--- src/rtl/fb_cmd_pkg.sv ---
// Shared opcodes, parser states and sizing helper for the framebuffer command decoder.
package fb_cmd_pkg;

    localparam logic [2:0] OP_NOP        = 3'd0;
    localparam logic [2:0] OP_DATA       = 3'd1;
    localparam logic [2:0] OP_SET_ADDR   = 3'd2;
    localparam logic [2:0] OP_SET_STRIDE = 3'd3;
    localparam logic [2:0] OP_PALETTE    = 3'd4;
    localparam logic [2:0] OP_FILL       = 3'd5;

    typedef enum logic [3:0] {
        S_CMD,
        S_DATA,
        S_ADDR,
        S_STRIDE,
        S_PAL_IDX,
        S_PAL,
        S_FILL_LEN,
        S_FILL_VAL,
        S_FILL_RUN,
        S_DISCARD
    } state_t;

    function automatic int bytes_for(input int width);
        return (width + 7) / 8;
    endfunction

endpackage

--- src/rtl/fb_cmd_bytecollect.sv ---
// Little-endian multi-byte assembler; value is valid in the cycle done is high,
// combining the stored lower bytes with the byte being accepted.
module fb_cmd_bytecollect
    import fb_cmd_pkg::*;
#(
    parameter int NBYTES = 2,
    parameter int OUT_W  = NBYTES * 8
) (
    input  logic             clk,
    input  logic             rst,
    input  logic             clear,
    input  logic             byte_en,
    input  logic [7:0]       byte_data,
    output logic             done,
    output logic [OUT_W-1:0] value
);

    localparam int CNT_W = (NBYTES > 1) ? $clog2(NBYTES) : 1;

    logic [CNT_W-1:0]      cnt_reg, cnt_next;
    logic [NBYTES*8-1:0]   data_reg, data_next, full;

    assign done = byte_en && (cnt_reg == CNT_W'(NBYTES - 1));

    generate
        for (genvar gi = 0; gi < NBYTES; gi++) begin : g_lane
            logic lane_hit;
            assign lane_hit = byte_en && (cnt_reg == CNT_W'(gi));
            assign full[gi*8 +: 8]      = lane_hit ? byte_data : data_reg[gi*8 +: 8];
            assign data_next[gi*8 +: 8] = full[gi*8 +: 8];
        end
        if (NBYTES * 8 > OUT_W) begin : g_pad
            logic unused_pad;
            assign unused_pad = ^full[NBYTES*8-1:OUT_W];
        end
    endgenerate

    assign value = full[OUT_W-1:0];

    always_comb begin
        cnt_next = cnt_reg;
        if (clear)
            cnt_next = '0;
        else if (byte_en)
            cnt_next = done ? '0 : cnt_reg + CNT_W'(1);
    end

    always_ff @(posedge clk or negedge rst) begin
        if (!rst) begin
            cnt_reg  <= '0;
            data_reg <= '0;
        end else begin
            cnt_reg  <= cnt_next;
            data_reg <= data_next;
        end
    end

endmodule

--- src/rtl/fb_cmd_decoder.sv ---
// Framed command parser driving plane-RAM and palette-RAM write strobes.
// Hardware fill command is built only when FB_CMD_FILL_EN is defined.
module fb_cmd_decoder
    import fb_cmd_pkg::*;
#(
    parameter int ADDR_W     = 16,
    parameter int PAL_AW     = 6,
    parameter int PAL_W      = 12,
    parameter int FILL_CNT_W = 16
) (
    input  logic              clk,
    input  logic              rst,
    input  logic              in_valid,
    input  logic [7:0]        in_data,
    input  logic              in_sof,
    output logic              in_ready,
    output logic              vram_we,
    output logic [ADDR_W-1:0] vram_addr,
    output logic [7:0]        vram_din,
    output logic              pal_we,
    output logic [PAL_AW-1:0] pal_addr,
    output logic [PAL_W-1:0]  pal_din,
    output logic              cmd_err,
    output logic              busy
);

    localparam int ADDR_BYTES = bytes_for(ADDR_W);
    localparam int PAL_BYTES  = bytes_for(PAL_W);

    state_t state_reg, state_next, state_eff;
    logic   accept, col_clear, op_is_err;

    logic [ADDR_W-1:0] addr_ptr_reg, addr_ptr_next;
    logic [7:0]        stride_reg, stride_next;
    logic [PAL_AW-1:0] pal_ptr_reg, pal_ptr_next;

    logic              vram_we_reg, vram_we_next;
    logic [ADDR_W-1:0] vram_addr_reg, vram_addr_next;
    logic [7:0]        vram_din_reg, vram_din_next;
    logic              pal_we_reg, pal_we_next;
    logic [PAL_AW-1:0] pal_addr_reg, pal_addr_next;
    logic [PAL_W-1:0]  pal_din_reg, pal_din_next;
    logic              cmd_err_reg, cmd_err_next;

    logic              addr_done, pal_done;
    logic [ADDR_W-1:0] addr_value;
    logic [PAL_W-1:0]  pal_value;

    // Frame start overrides whatever the parser was doing, and the byte that
    // arrives with it is decoded as a command.
    assign state_eff = in_sof ? S_CMD : state_reg;
    assign accept    = in_valid && in_ready;
    assign col_clear = in_sof || (accept && state_eff == S_CMD);

    fb_cmd_bytecollect #(.NBYTES(ADDR_BYTES), .OUT_W(ADDR_W)) u_addr_col (
        .clk(clk), .rst(rst), .clear(col_clear),
        .byte_en(accept && state_eff == S_ADDR), .byte_data(in_data),
        .done(addr_done), .value(addr_value)
    );

    fb_cmd_bytecollect #(.NBYTES(PAL_BYTES), .OUT_W(PAL_W)) u_pal_col (
        .clk(clk), .rst(rst), .clear(col_clear),
        .byte_en(accept && state_eff == S_PAL), .byte_data(in_data),
        .done(pal_done), .value(pal_value)
    );

`ifdef FB_CMD_FILL_EN
    logic [FILL_CNT_W-1:0] fill_cnt_reg, fill_cnt_next, len_value;
    logic [7:0]            fill_val_reg, fill_val_next;
    logic                  busy_reg, busy_next, len_done, fill_fire;

    fb_cmd_bytecollect #(.NBYTES(FILL_CNT_W / 8), .OUT_W(FILL_CNT_W)) u_len_col (
        .clk(clk), .rst(rst), .clear(col_clear),
        .byte_en(accept && state_eff == S_FILL_LEN), .byte_data(in_data),
        .done(len_done), .value(len_value)
    );

    assign fill_fire = (state_eff == S_FILL_RUN);
    assign op_is_err = (in_data[2:0] > OP_FILL);
    assign in_ready  = (state_reg != S_FILL_RUN);
    assign busy      = busy_reg;
`else
    logic [FILL_CNT_W-1:0] unused_fill_cnt;
    assign unused_fill_cnt = '0;
    assign op_is_err = (in_data[2:0] > OP_PALETTE);
    assign in_ready  = 1'b1;
    assign busy      = 1'b0;
`endif

    always_ff @(posedge clk or negedge rst) begin
        if (!rst)
            state_reg <= S_CMD;
        else
            state_reg <= state_next;
    end

    always_comb begin
        state_next = state_eff;
        if (accept) begin
            case (state_eff)
                S_CMD: begin
                    if (op_is_err)
                        state_next = S_DISCARD;
                    else begin
                        case (in_data[2:0])
                            OP_DATA:       state_next = S_DATA;
                            OP_SET_ADDR:   state_next = S_ADDR;
                            OP_SET_STRIDE: state_next = S_STRIDE;
                            OP_PALETTE:    state_next = S_PAL_IDX;
`ifdef FB_CMD_FILL_EN
                            OP_FILL:       state_next = S_FILL_LEN;
`endif
                            default:       state_next = S_CMD;
                        endcase
                    end
                end
                S_ADDR:    if (addr_done) state_next = S_CMD;
                S_STRIDE:  state_next = S_CMD;
                S_PAL_IDX: state_next = S_PAL;
`ifdef FB_CMD_FILL_EN
                S_FILL_LEN: if (len_done) state_next = S_FILL_VAL;
                S_FILL_VAL: state_next = (fill_cnt_reg == '0) ? S_CMD : S_FILL_RUN;
`endif
                default: ;
            endcase
        end
`ifdef FB_CMD_FILL_EN
        if (fill_fire && fill_cnt_reg == FILL_CNT_W'(1))
            state_next = S_CMD;
`endif
    end

    always_comb begin
        addr_ptr_next  = addr_ptr_reg;
        stride_next    = stride_reg;
        pal_ptr_next   = pal_ptr_reg;
        vram_we_next   = 1'b0;
        vram_addr_next = vram_addr_reg;
        vram_din_next  = vram_din_reg;
        pal_we_next    = 1'b0;
        pal_addr_next  = pal_addr_reg;
        pal_din_next   = pal_din_reg;
        cmd_err_next   = 1'b0;
`ifdef FB_CMD_FILL_EN
        fill_cnt_next  = fill_cnt_reg;
        fill_val_next  = fill_val_reg;
`endif
        if (accept) begin
            case (state_eff)
                S_CMD:     cmd_err_next = op_is_err;
                S_DATA: begin
                    vram_we_next   = 1'b1;
                    vram_addr_next = addr_ptr_reg;
                    vram_din_next  = in_data;
                    addr_ptr_next  = addr_ptr_reg + ADDR_W'(stride_reg);
                end
                S_ADDR:    if (addr_done) addr_ptr_next = addr_value;
                S_STRIDE:  stride_next = in_data;
                S_PAL_IDX: pal_ptr_next = in_data[PAL_AW-1:0];
                S_PAL: begin
                    if (pal_done) begin
                        pal_we_next   = 1'b1;
                        pal_addr_next = pal_ptr_reg;
                        pal_din_next  = pal_value;
                        pal_ptr_next  = pal_ptr_reg + PAL_AW'(1);
                    end
                end
`ifdef FB_CMD_FILL_EN
                S_FILL_LEN: if (len_done) fill_cnt_next = len_value;
                S_FILL_VAL: fill_val_next = in_data;
`endif
                default: ;
            endcase
        end
`ifdef FB_CMD_FILL_EN
        if (fill_fire) begin
            vram_we_next   = 1'b1;
            vram_addr_next = addr_ptr_reg;
            vram_din_next  = fill_val_reg;
            addr_ptr_next  = addr_ptr_reg + ADDR_W'(stride_reg);
            fill_cnt_next  = fill_cnt_reg - FILL_CNT_W'(1);
        end
        // Held through the final strobe so busy falls one cycle after it.
        busy_next = (state_next == S_FILL_RUN) || fill_fire;
`endif
    end

    always_ff @(posedge clk or negedge rst) begin
        if (!rst) begin
            addr_ptr_reg  <= '0;
            stride_reg    <= 8'd1;
            pal_ptr_reg   <= '0;
            vram_we_reg   <= 1'b0;
            vram_addr_reg <= '0;
            vram_din_reg  <= '0;
            pal_we_reg    <= 1'b0;
            pal_addr_reg  <= '0;
            pal_din_reg   <= '0;
            cmd_err_reg   <= 1'b0;
        end else begin
            addr_ptr_reg  <= addr_ptr_next;
            stride_reg    <= stride_next;
            pal_ptr_reg   <= pal_ptr_next;
            vram_we_reg   <= vram_we_next;
            vram_addr_reg <= vram_addr_next;
            vram_din_reg  <= vram_din_next;
            pal_we_reg    <= pal_we_next;
            pal_addr_reg  <= pal_addr_next;
            pal_din_reg   <= pal_din_next;
            cmd_err_reg   <= cmd_err_next;
        end
    end

`ifdef FB_CMD_FILL_EN
    always_ff @(posedge clk or negedge rst) begin
        if (!rst) begin
            fill_cnt_reg <= '0;
            fill_val_reg <= '0;
            busy_reg     <= 1'b0;
        end else begin
            fill_cnt_reg <= fill_cnt_next;
            fill_val_reg <= fill_val_next;
            busy_reg     <= busy_next;
        end
    end
`endif

    assign vram_we   = vram_we_reg;
    assign vram_addr = vram_addr_reg;
    assign vram_din  = vram_din_reg;
    assign pal_we    = pal_we_reg;
    assign pal_addr  = pal_addr_reg;
    assign pal_din   = pal_din_reg;
    assign cmd_err   = cmd_err_reg;

endmodule

--- config.mk ---
export PLATFORM = sky130hd
export DESIGN_NAME = fb_cmd_decoder
export DESIGN_NICKNAME = d
export VERILOG_FILES = /design/src/rtl/fb_cmd_pkg.sv /design/src/rtl/fb_cmd_bytecollect.sv /design/src/rtl/fb_cmd_decoder.sv
export SDC_FILE = /design/constraint.sdc
export NUM_CORES = 1
export LEC_CHECK = 0
export ABC_AREA = 1
export CORE_UTILIZATION = 41
export CTS_CLUSTER_SIZE = 12
export DETAILED_ROUTE_END_ITERATION = 8
export PLACE_DENSITY = 0.59
export SYNTH_ARGS = -nofsm -noshare
export SYNTH_HDL_FRONTEND = slang
export SYNTH_SLANG_ARGS = --single-unit
--- constraint.sdc ---
create_clock -name clk -period 2.8 [get_ports clk]
set_input_delay 0.28 -clock clk [delete_from_list [all_inputs] [get_ports clk]]
set_output_delay 0.28 -clock clk [all_outputs]
set_load 0.01 [all_outputs]
## Word-level counts from Yosys, hierarchy flattened

Cells that the tools add are included.

- Bits in registers: 109
- Bits in latches: 0
- Memory bits (writable): 0
- ROM bits: 0
- Input port bits: 12
- Memories: 0

- Add/subtract/negate cells: 4
- $mul: 0
- Divide/modulo/power cells: 0
- Magnitude comparators: 1
- Equal/unequal tests: 11
- Shifts and indexed selects: 0
- Multiplexer cells: 27
- Bitwise operators: 2
- Reductions and logical operators: 18

Operator list:

| operator | number |
|---|---|
| 16-bit case mux with 2 select lines | 1 |
| 8-bit 2-to-1 mux | 3 |
| 4-bit 2-to-1 mux | 5 |
| 16-bit by 8-bit adder with 16-bit output | 1 |
| 16-bit 2-to-1 mux | 1 |
| 4-bit case mux with 4 select lines | 1 |
| 1-bit 2-to-1 mux | 13 |
| 3-bit case mux with 4 select lines | 1 |
| 6-bit case mux with 2 select lines | 1 |
| 3-bit AND reduction | 3 |
| 4-bit by 2-bit equality test with 1-bit output, second input constant | 2 |
| 4-bit by 3-bit equality test with 1-bit output, second input constant | 2 |
| 2-bit nonzero test | 4 |
| 1-bit logical AND | 7 |
| 6-bit by 1-bit adder with 6-bit output, second input constant | 1 |
| 3-bit by 2-bit equality test with 1-bit output, second input constant | 2 |
| 6-bit 2-to-1 mux | 1 |
| 4-bit by 1-bit equality test with 1-bit output, second input constant | 1 |
| 4-bit zero test | 1 |
| 2-bit by 1-bit != test with 1-bit output, second input constant | 2 |
| 2-bit AND reduction | 2 |
| 3-bit by 1-bit equality test with 1-bit output, second input constant | 1 |
| 3-bit equality test, second input constant | 1 |
| 3-bit greater-than comparator, second input constant | 1 |
| 3 further kinds | 5 |

## Depth between registers and ports, before layout

Gate-level depths: netlist (run 1).

- Depth after elaboration: 7
- Mapped depth: 12

## Modules after synthesis

A second synthesis (run 1) with hierarchy kept.

- Cells, all modules: 660
- Area, all modules: 5302.6 um2

By module, submodules not included:

| module | instances | cells an instance | area an instance (um2) | sequential area each (um2) |
|---|---|---|---|---|
| fb_cmd_decoder | 1 | 526 | 4078.9 | 1978.1 |
| fb_cmd_bytecollect at u_addr_col | 1 | 76 | 699.4 | 425.4 |
| fb_cmd_bytecollect at u_pal_col | 1 | 58 | 524.3 | 325.3 |

## Worst setup path before layout (run 1)

Ideal clock, no wire load.

- Path type: register to register
- Start point: register addr_ptr_reg[0]
- End point: register addr_ptr_reg[10]
- Arrival: 1619 ps
- Data required time: 2684 ps
- Setup slack: 1065 ps
- Cell stages (with the launch flop): 13
- Cells stage by stage: dfrtp_1 > ha_1 > fa_1 > nand2_1 > nand2_1 > nand3b_1 > nand2_1 > nand2_1 > nand2_1 > nand2_1 > nand3_1 > nand2_1 > nand2_1

- Word-level cells in the longest chain between the ends: 2

RTL lines:

| item | line | text |
|---|---|---|
| from (decl) | fb_cmd_decoder.sv:33 | `logic [ADDR_W-1:0] addr_ptr_reg, addr_ptr_next;` |
| from (signal assigned) | fb_cmd_decoder.sv:201 | `addr_ptr_reg <= addr_ptr_next;` |
| 16-bit by 8-bit adder with 16-bit output | fb_cmd_decoder.sv:155 | `addr_ptr_next = addr_ptr_reg + ADDR_W'(stride_reg);` |
| 16-bit case mux with 2 select lines | fb_cmd_decoder.sv:149 | `case (state_eff)` |

No other way between the ends.
A chain may end at the register's enable or synchronous reset.

## Worst setup path after layout (run 1)

Ends and elaborated chain as after synthesis.

==> impl_results.md, run 1 <==
* WS Path Type: reg -> reg
* Post-synthesis sequential area ratio at 0.505
* I/O pins at 59
* Largest net degree at the start of global routing at 50
* Crit end category: flip-flop
* Slew HR at 0.569
* Sw Share at 0.363
* Outcome: complete, no violations
* Share of cells above drive strength 1 at 0.0570
* Clock Tree Buf Depth at 2
* Routability Congestion at roughly 0.86
* Sequential group share of total power at 0.414
* Slowest-stage cell, CP: dfrtp_1
* Actual slew at the worst max-slew pin at 0.647 ns
* Initial core utilization at 0.426
* Post-Place Cells at 870
* Startpoint types: flip-flop
* Overall routed net length at between 10 and 15 mm
* Final min period at 2.10 ns
* Mux share of post-synthesis cell area at 0
* Pwr dens at between 800 and 900 nW/um^2
* Simple-gate share of the synthesized area at 0.294
* # diodes at 0
* Pre-antenna DRT Iters at 6
* Reg clk slew, reported paths at approximately 0.070 ns
* Fin Hold WS at ~0.47 ns
* Max Clk Rate at between 400 and 500 MHz
* Root Buffer: clkbuf_16
* Syn Nets at roughly 700
* Crit-path cells: ha_1 -> fa_1 -> nand2_1 -> nand2_1 -> nand3b_1 -> nand2_1 -> nand2_1 -> nand2_1 -> nand2_1 -> nand3_1 -> nand2_1 -> nand2_1
* Die Height at about 110 um
* Most frequent cells in the layout: 251 x nand2_1, 104 x dfrtp_1, 70 x inv_1
* Logic pwr share at 0.342
* Psw at about 2 mW
* Antenna-violating nets left at 0
* Max rail drop VDD at about 0.35 mV
* H-Tree Depth at 3
* GRT Resource Usage Total at 0.207
* Vias in the first global route at 4205
* Port Buffers at 56
* Post-synth ARST share at 1.00
* Final setup vio count at 0
* Clock tree sinks at around 110
* Post-DP HPWL at 8.93 mm
* Clock skew at 0.00704 ns
* Vias at between 4000 and 5000
* Final Non-Filler Cells at 887
* Main combinational cell family by area after synthesis: simple AND/OR/NAND/NOR gates
* EDFF count, synth at 0
* Grt total ovfl at 0
* Slew Limit Fails at 0
* TritonCTS clock tree: built
* Commonest non-fill, non-tap cell in the layout: nand2_1
* Clock power frac at 0.244
* Site Rows at 40
* Count of cell types in the netlist at 38
* CTS buffer count at 9
* Multi-input combinational cell area at 2160 um^2
* Post-Synth XOR/XNOR Area at 0.00673
* DIE AREA at between 10000 and 15000 um^2
* Leak at 3.18 nW
* Number of fill cells at around 1300
* CP arrival at around 2.4 ns
* Synth area leaders: dfrtp_1 50%, nand2_1 18%, o21ai_0 5.2%
* Initial antenna violation count at 0
* Internal power at 3.48 mW
* Yosys top cell area share at 0.500
* Area leader, netlist: dfrtp_1
* Syn Area/Cell at approximately 7.9 um^2
* Final core occ at 0.509
* Post-Synth Adder-Cell Area at 0.0255
* Fin. Hold Viols at 0
* Post-CTS sizing at 0
* First-pass GRT wire length at ~21 mm
* R2R setup slack at 0.70 ns
* WL per Instance at 13.8 um
* Starting DRC count in detailed routing at roughly 300
* Setup Buffers After CTS at 0
* Delay of the slowest critical-path stage at 0.44 ns
* Mapped Area at approximately 5200 um^2
* Crit path top cell by count: nand2_1
* Core ar. at ~12000 um^2
* Top_reg_cell synth: dfrtp_1
* Register Area at between 2000 and 3000 um^2
* Post-route DRC violation count at 0
* Worst Path Required at roughly 3.1 ns
* Max capacitance violation total at 0
* Vias per inst at roughly 4.8
* Hold Crit Class: reg -> reg
* Worst skew pair latency at between 0.3 and 0.4 ns
* Die Width at ~110 um
* Net count, final at roughly 740
* Compound-cell area share of the yosys netlist at 0.0875
* Period utilisation layout at 0.749
* Total negative slack at 0 ns
* Synthesis-to-layout area growth at 19.3%
* Cells after Synth at between 600 and 700
* Unrepaired setup endpoints after global routing: no
* Synth warn at 0
* Post-synthesis register bit count at 105
* Crit path max fanout at 4
[metrics by stage]
stage	total power [mW]	instance area [um^2]	setup slack, ns
2_1_floorplan	3.45	5200	1.06
3_3_place_gp	4.15	5890	0.575
3_5_place_dp	4.16	5890	0.522
4_1_cts	5.52	6210	0.719
5_1_grt	5.89	6210	0.535
6_report	5.46	6210	0.703
[critical path: cells and delay by family (launching register included)]
family | cells | cell delay, ns
fa+ha+maj | 2 | 0.69
simple gates | 10 | 0.87
flops | 1 | 0.44
[cell families after synthesis]
logic type,count (synthesis)
fa+ha+maj,10
buf+inv,97
other cells,2
xor+xnor,4
compound gates,85
flops,105
simple gates,360
[per-layer routing]
metal,up-vias,share of wire,global-route usage
met3,19,0.043,0.0323
met2,112,0.44,0.313
met4,0,0.021,0.0840
li1,2185,-,-
met5,-,0,0
met1,1969,0.50,0.297
[final cells by class]
cell class	count	share of cell area
Sequential cell	105	0.423
Clock buffer	10	0.0369
Inverter	75	0.0453
Clock inverter	6	0.0135
Tap cell	168	0.0338
Multi-Input combinational cell	461	0.348
Timing Repair Buffer	62	0.0995
[power by group through the flow]
| stage | combinational [mW] | sequential [mW] | clock [mW] |
|---|---|---|---|
| after floorplan | 1.19 | 2.26 | 0 |
| after global placement | 1.86 | 2.29 | 0 |
| after detailed placement | 1.87 | 2.29 | 0 |
| after CTS | 1.88 | 2.26 | 1.37 |
| after global routing | 2.16 | 2.31 | 1.42 |
| final | 1.87 | 2.26 | 1.33 |
[timing repair]
| item | in CTS | in global routing |
|---|---|---|
| endpoints found under the setup margin | 0 | 0 |
| hold buffers | 1 | 0 |
| hold endpoints to repair | 47 | 0 |
[worst paths after layout]
check,start,end,cells past startpoint
max,addr_ptr_reg[0]$_DFFE_PN0P_,addr_ptr_reg[10]$_DFFE_PN0P_,12
min,u_addr_col.data_reg[15]$_DFF_PN0_,u_addr_col.data_reg[15]$_DFF_PN0_,2
max reg2reg,addr_ptr_reg[0]$_DFFE_PN0P_,addr_ptr_reg[10]$_DFFE_PN0P_,12
min reg2reg,u_addr_col.data_reg[15]$_DFF_PN0_,u_addr_col.data_reg[15]$_DFF_PN0_,2
max in group asynchronous,rst,stride_reg[0]$_DFFE_PN1P_,3
min in group asynchronous,rst,pal_din[6]$_DFFE_PN0P_,2
[Yosys cell counts, types with 2 or more instances]
cell / number
a21oi_1: 9
and2_1: 2
buf_2: 9
buf_4: 5
buf_6: 3
clkbuf_1: 5
clkinv_1: 2
conb_1: 2
dfrtp_1: 104
ha_1: 9
inv_1: 70
inv_2: 3
nand2_1: 251
nand2_2: 4
nand3_1: 49
nand3_2: 2
nand3b_1: 2
nand4_1: 9
nor2_1: 31
nor2_2: 2
o211ai_1: 7
o21ai_0: 54
o21ai_1: 10
or2_2: 3
xnor2_1: 2
xor2_1: 2
No activity file was read; power rests on OpenSTA's default activity.
==> run 2, diff against run 1 <==
--- a/config.mk
+++ b/config.mk
@@ -9,7 +9,7 @@
 export CORE_UTILIZATION = 41
 export CTS_CLUSTER_SIZE = 12
 export DETAILED_ROUTE_END_ITERATION = 8
-export PLACE_DENSITY = 0.59
+export PLACE_DENSITY = 0.62
 export SYNTH_ARGS = -nofsm -noshare
 export SYNTH_HDL_FRONTEND = slang
 export SYNTH_SLANG_ARGS = --single-unit
==> constraint.sdc (replaced) <==
create_clock -name clk -period 1.7 [get_ports clk]
set_input_delay 0.17 -clock clk [delete_from_list [all_inputs] [get_ports clk]]
set_output_delay 0.17 -clock clk [all_outputs]
set_load 0.01 [all_outputs]
==> run 2 against run 1 <==
Combinational power rose by 130%. The flow now finishes with violations (negative setup slack). Critical path depth fell by 2. Non-clock buffer count rose by 70. Maximum frequency rose by 21%.
==> impl_results.md, run 2 (synthesis results as in run 1) <==
* Crit-path cells: ha_4 -> fa_2 -> nand2_2 -> a21oi_1 -> buf_4 -> xor2_1 -> o21ai_1 -> inv_1 -> nand2_1 -> nand2_1 (was ha_1 -> fa_1 -> nand2_1 -> nand2_1 -> nand3b_1 -> nand2_1 -> nand2_1 -> nand2_1 -> nand2_1 -> nand3_1 -> nand2_1 -> nand2_1)
* Initial antenna violation count at 0 (unchanged)
* Final min period at 1.73 ns (was 2.10 ns)
* Fin. Hold Viols at 0 (unchanged)
* Vias at 4579 (was 4285)
* Starting DRC count in detailed routing at 206 (was 295)
* Clock tree sinks at 105 (unchanged)
* WL met1 at 6.46 mm (was 6.15 mm)
* Max Clk Rate at 578 MHz (was 477 MHz)
* Routability Congestion at 0.853 (was 0.857)
* Hold Crit Class: in -> async (was reg -> reg)
* Share of cells above drive strength 1 at 0.196 (was 0.0570)
* Port Buffers at 56 (unchanged)
* Register Area at 2630 um^2 (unchanged)
* Most frequent cells in the layout: 232 x nand2_1, 104 x dfrtp_1, 69 x buf_4 (was 251 x nand2_1, 104 x dfrtp_1, 70 x inv_1)
* Final worst setup slack at -0.0287 ns (was 0.703 ns)
* Synthesis-to-layout area growth at 35.0% (was 19.3%)
* Reg clk slew, reported paths at 0.07 ns (about the same)
* TritonCTS clock tree: built (unchanged)
* Slowest-stage cell, CP: dfrtp_1 (unchanged)
* Commonest non-fill, non-tap cell in the layout: nand2_1 (unchanged)
* I/O pins at 59 (unchanged)
* Pre-antenna DRT Iters at 4 (was 6)
* Vias per inst at 4.78 (was 4.83)
* Vias in the first global route at 4467 (was 4205)
* Routed wire length on met3 at 326 um (was 529 um)
* Core ar. at 12200 um^2 (unchanged)
* Max capacitance violation total at 0 (unchanged)
* Delay of the slowest critical-path stage at 0.41 ns (was 0.44 ns)
* Post-route DRC violation count at 0 (unchanged)
* Power Total at 10.2 mW (was 5.46 mW)
* Grt total ovfl at 0 (unchanged)
* Overall routed net length at 13.0 mm (was 12.3 mm)
* WL per Instance at 13.6 um (was 13.8 um)
* First-pass GRT wire length at 22.1 mm (was 20.8 mm)
* Failing checks: negative setup slack
* Max rail drop VDD at 0.571 mV (was 0.349 mV)
* Worst Path Required at 1.95 ns (was 3.05 ns)
* CTS buffer count at 9 (unchanged)
* Clock Tree Buf Depth at 2 (unchanged)
* WP buf/inv at 2 (was 0)
* Reg2reg end: addr_ptr_reg[4]$_DFFE_PN0P_ (was addr_ptr_reg[10]$_DFFE_PN0P_)
* Number of fill cells at 1147 (was 1262)
* WS Path Type: reg -> reg (unchanged)
* Worst skew pair latency at 0.36 ns (about the same)
* Outcome: finished, violations left (was complete, no violations)
* Final instance area at 7030 um^2 (was 6210 um^2)
* Crit end category: flip-flop (unchanged)
* Crit path max fanout at 3 (was 4)
* # diodes at 0 (unchanged)
* Unrepaired setup endpoints after global routing: yes (was no)
* Antenna-violating nets left at 0 (unchanged)
* GRT Resource Usage Total at 0.218 (was 0.207)
* CP arrival at 1.98 ns (was 2.35 ns)
* Critical R2R Launch: addr_ptr_reg[0]$_DFFE_PN0P_ (unchanged)
* Die Height at 115 um (unchanged)
* Multi-input combinational cell area at 2410 um^2 (was 2160 um^2)
* Period utilisation layout at 1.02 (was 0.749)
* Leak at 3.55 nW (was 3.18 nW)
* Crit path max-delay family: adder cells (was simple AND/OR/NAND/NOR gates)
* Max Used Layer: met4 (unchanged)
* Post-DP HPWL at 9.71 mm (was 8.93 mm)
* Crit path top cell by count: nand2_1 (unchanged)
* Largest net degree at the start of global routing at 48 (was 50)
* DIE AREA at 13100 um^2 (unchanged)
* Metal2 WL at 5.98 mm (was 5.35 mm)
* Slew Limit Fails at 0 (unchanged)
* Initial core utilization at 0.426 (unchanged)
* Root Buffer: clkbuf_16 (unchanged)
* Die Width at 115 um (unchanged)
* Net count, final at 806 (was 736)
* Pwr dens at 1440 nW/um^2 (was 879 nW/um^2)
* Worst reg2reg path depth at 10 (was 12)
* Startpoint types: flip-flop (unchanged)
* H-Tree Depth at 3 (unchanged)
* R2R setup slack at -0.03 ns (was 0.70 ns)
* Site Rows at 40 (unchanged)
* Placed cell area at 6410 um^2 (was 5890 um^2)
* Clock skew at 0.0114 ns (was 0.00704 ns)
* Final setup vio count at 4 (was 0)
* Post-place setup slack at -0.239 ns (was 0.522 ns)
[run 2: cell count changes in the layout (fill, tap and decap cells not counted), sizes merged]
| cell | change |
|---|---|
| inv | -1 |
| clkinv | -2 |
| clkinvlp | +1 |
| clkbuf | +2 |
| buf | +70 |
[run 2: worst max path at each step]
stage / from / endpoint / slack [ns] / cells past startpoint
after floorplan: addr_ptr_reg[0]$_DFFE_PN0P_ / addr_ptr_reg[10]$_DFFE_PN0P_ / 0.004 / 12
after global placement: in_sof / addr_ptr_reg[2]$_DFFE_PN0P_ / -0.18 / 11
after detailed placement: in_sof / addr_ptr_reg[2]$_DFFE_PN0P_ / -0.24 / 11
after CTS: addr_ptr_reg[0]$_DFFE_PN0P_ / addr_ptr_reg[4]$_DFFE_PN0P_ / -0.05 / 10
after global routing: addr_ptr_reg[0]$_DFFE_PN0P_ / addr_ptr_reg[14]$_DFFE_PN0P_ / -0.13 / 12
final: addr_ptr_reg[0]$_DFFE_PN0P_ / addr_ptr_reg[4]$_DFFE_PN0P_ / -0.03 / 10
[run 2: worst reg2reg max path: cells and delay by family, from the launching register on]
family          cells  cell delay, ns
compound gates      2            0.18
simple gates        3            0.18
buf+inv             2            0.20
flops               1            0.41
xor+xnor            1            0.15
fa+ha+maj           2            0.52
[run 2: per-layer routing]
metal / global-route usage / vias up
li1: - / 2338
met2: 0.347 / 68
met1: 0.304 / 2155
met4: 0.0797 / 0
met5: 0 / -
met3: 0.0307 / 18
[run 2: where the power goes]
group | total (mW) | internal [mW] | switching (mW)
Combinational | 4.23 | 2.13 | 2.11
Sequential | 3.75 | 3.21 | 0.543
Clock | 2.17 | 1.21 | 0.962
Total | 10.2 | 6.54 | 3.61
[run 2: area by class of cell]
cell class                      instances  area share
Clock buffer                           12      0.0351
Clock inverter                          4     0.00854
Inverter                               75      0.0404
Multi-Input combinational cell        461       0.342
Sequential cell                       105       0.374
Tap cell                              168      0.0299
Timing Repair Buffer                  132       0.170
[run 2: what timing repair did]
item / in CTS / in global routing
setup endpoints to repair: 8 / 29
pin swaps: 5 / 10
buffers inserted: 0 / 6
hold buffers: 1 / 0
hold endpoints to repair: 25 / 0
resized for setup: 19 / 43
[run 2: stage by stage]
step                 util  std cells  setup TNS [ns]  hold slack (ns)
floorplan               -        663               0           -0.126
global placement    0.525        934           -4.45            0.114
detailed placement  0.525        934           -8.43            0.122
CTS                 0.557        951          -0.150            0.294
global route        0.576        957          -0.754            0.320
finish              0.576        957         -0.0563            0.287
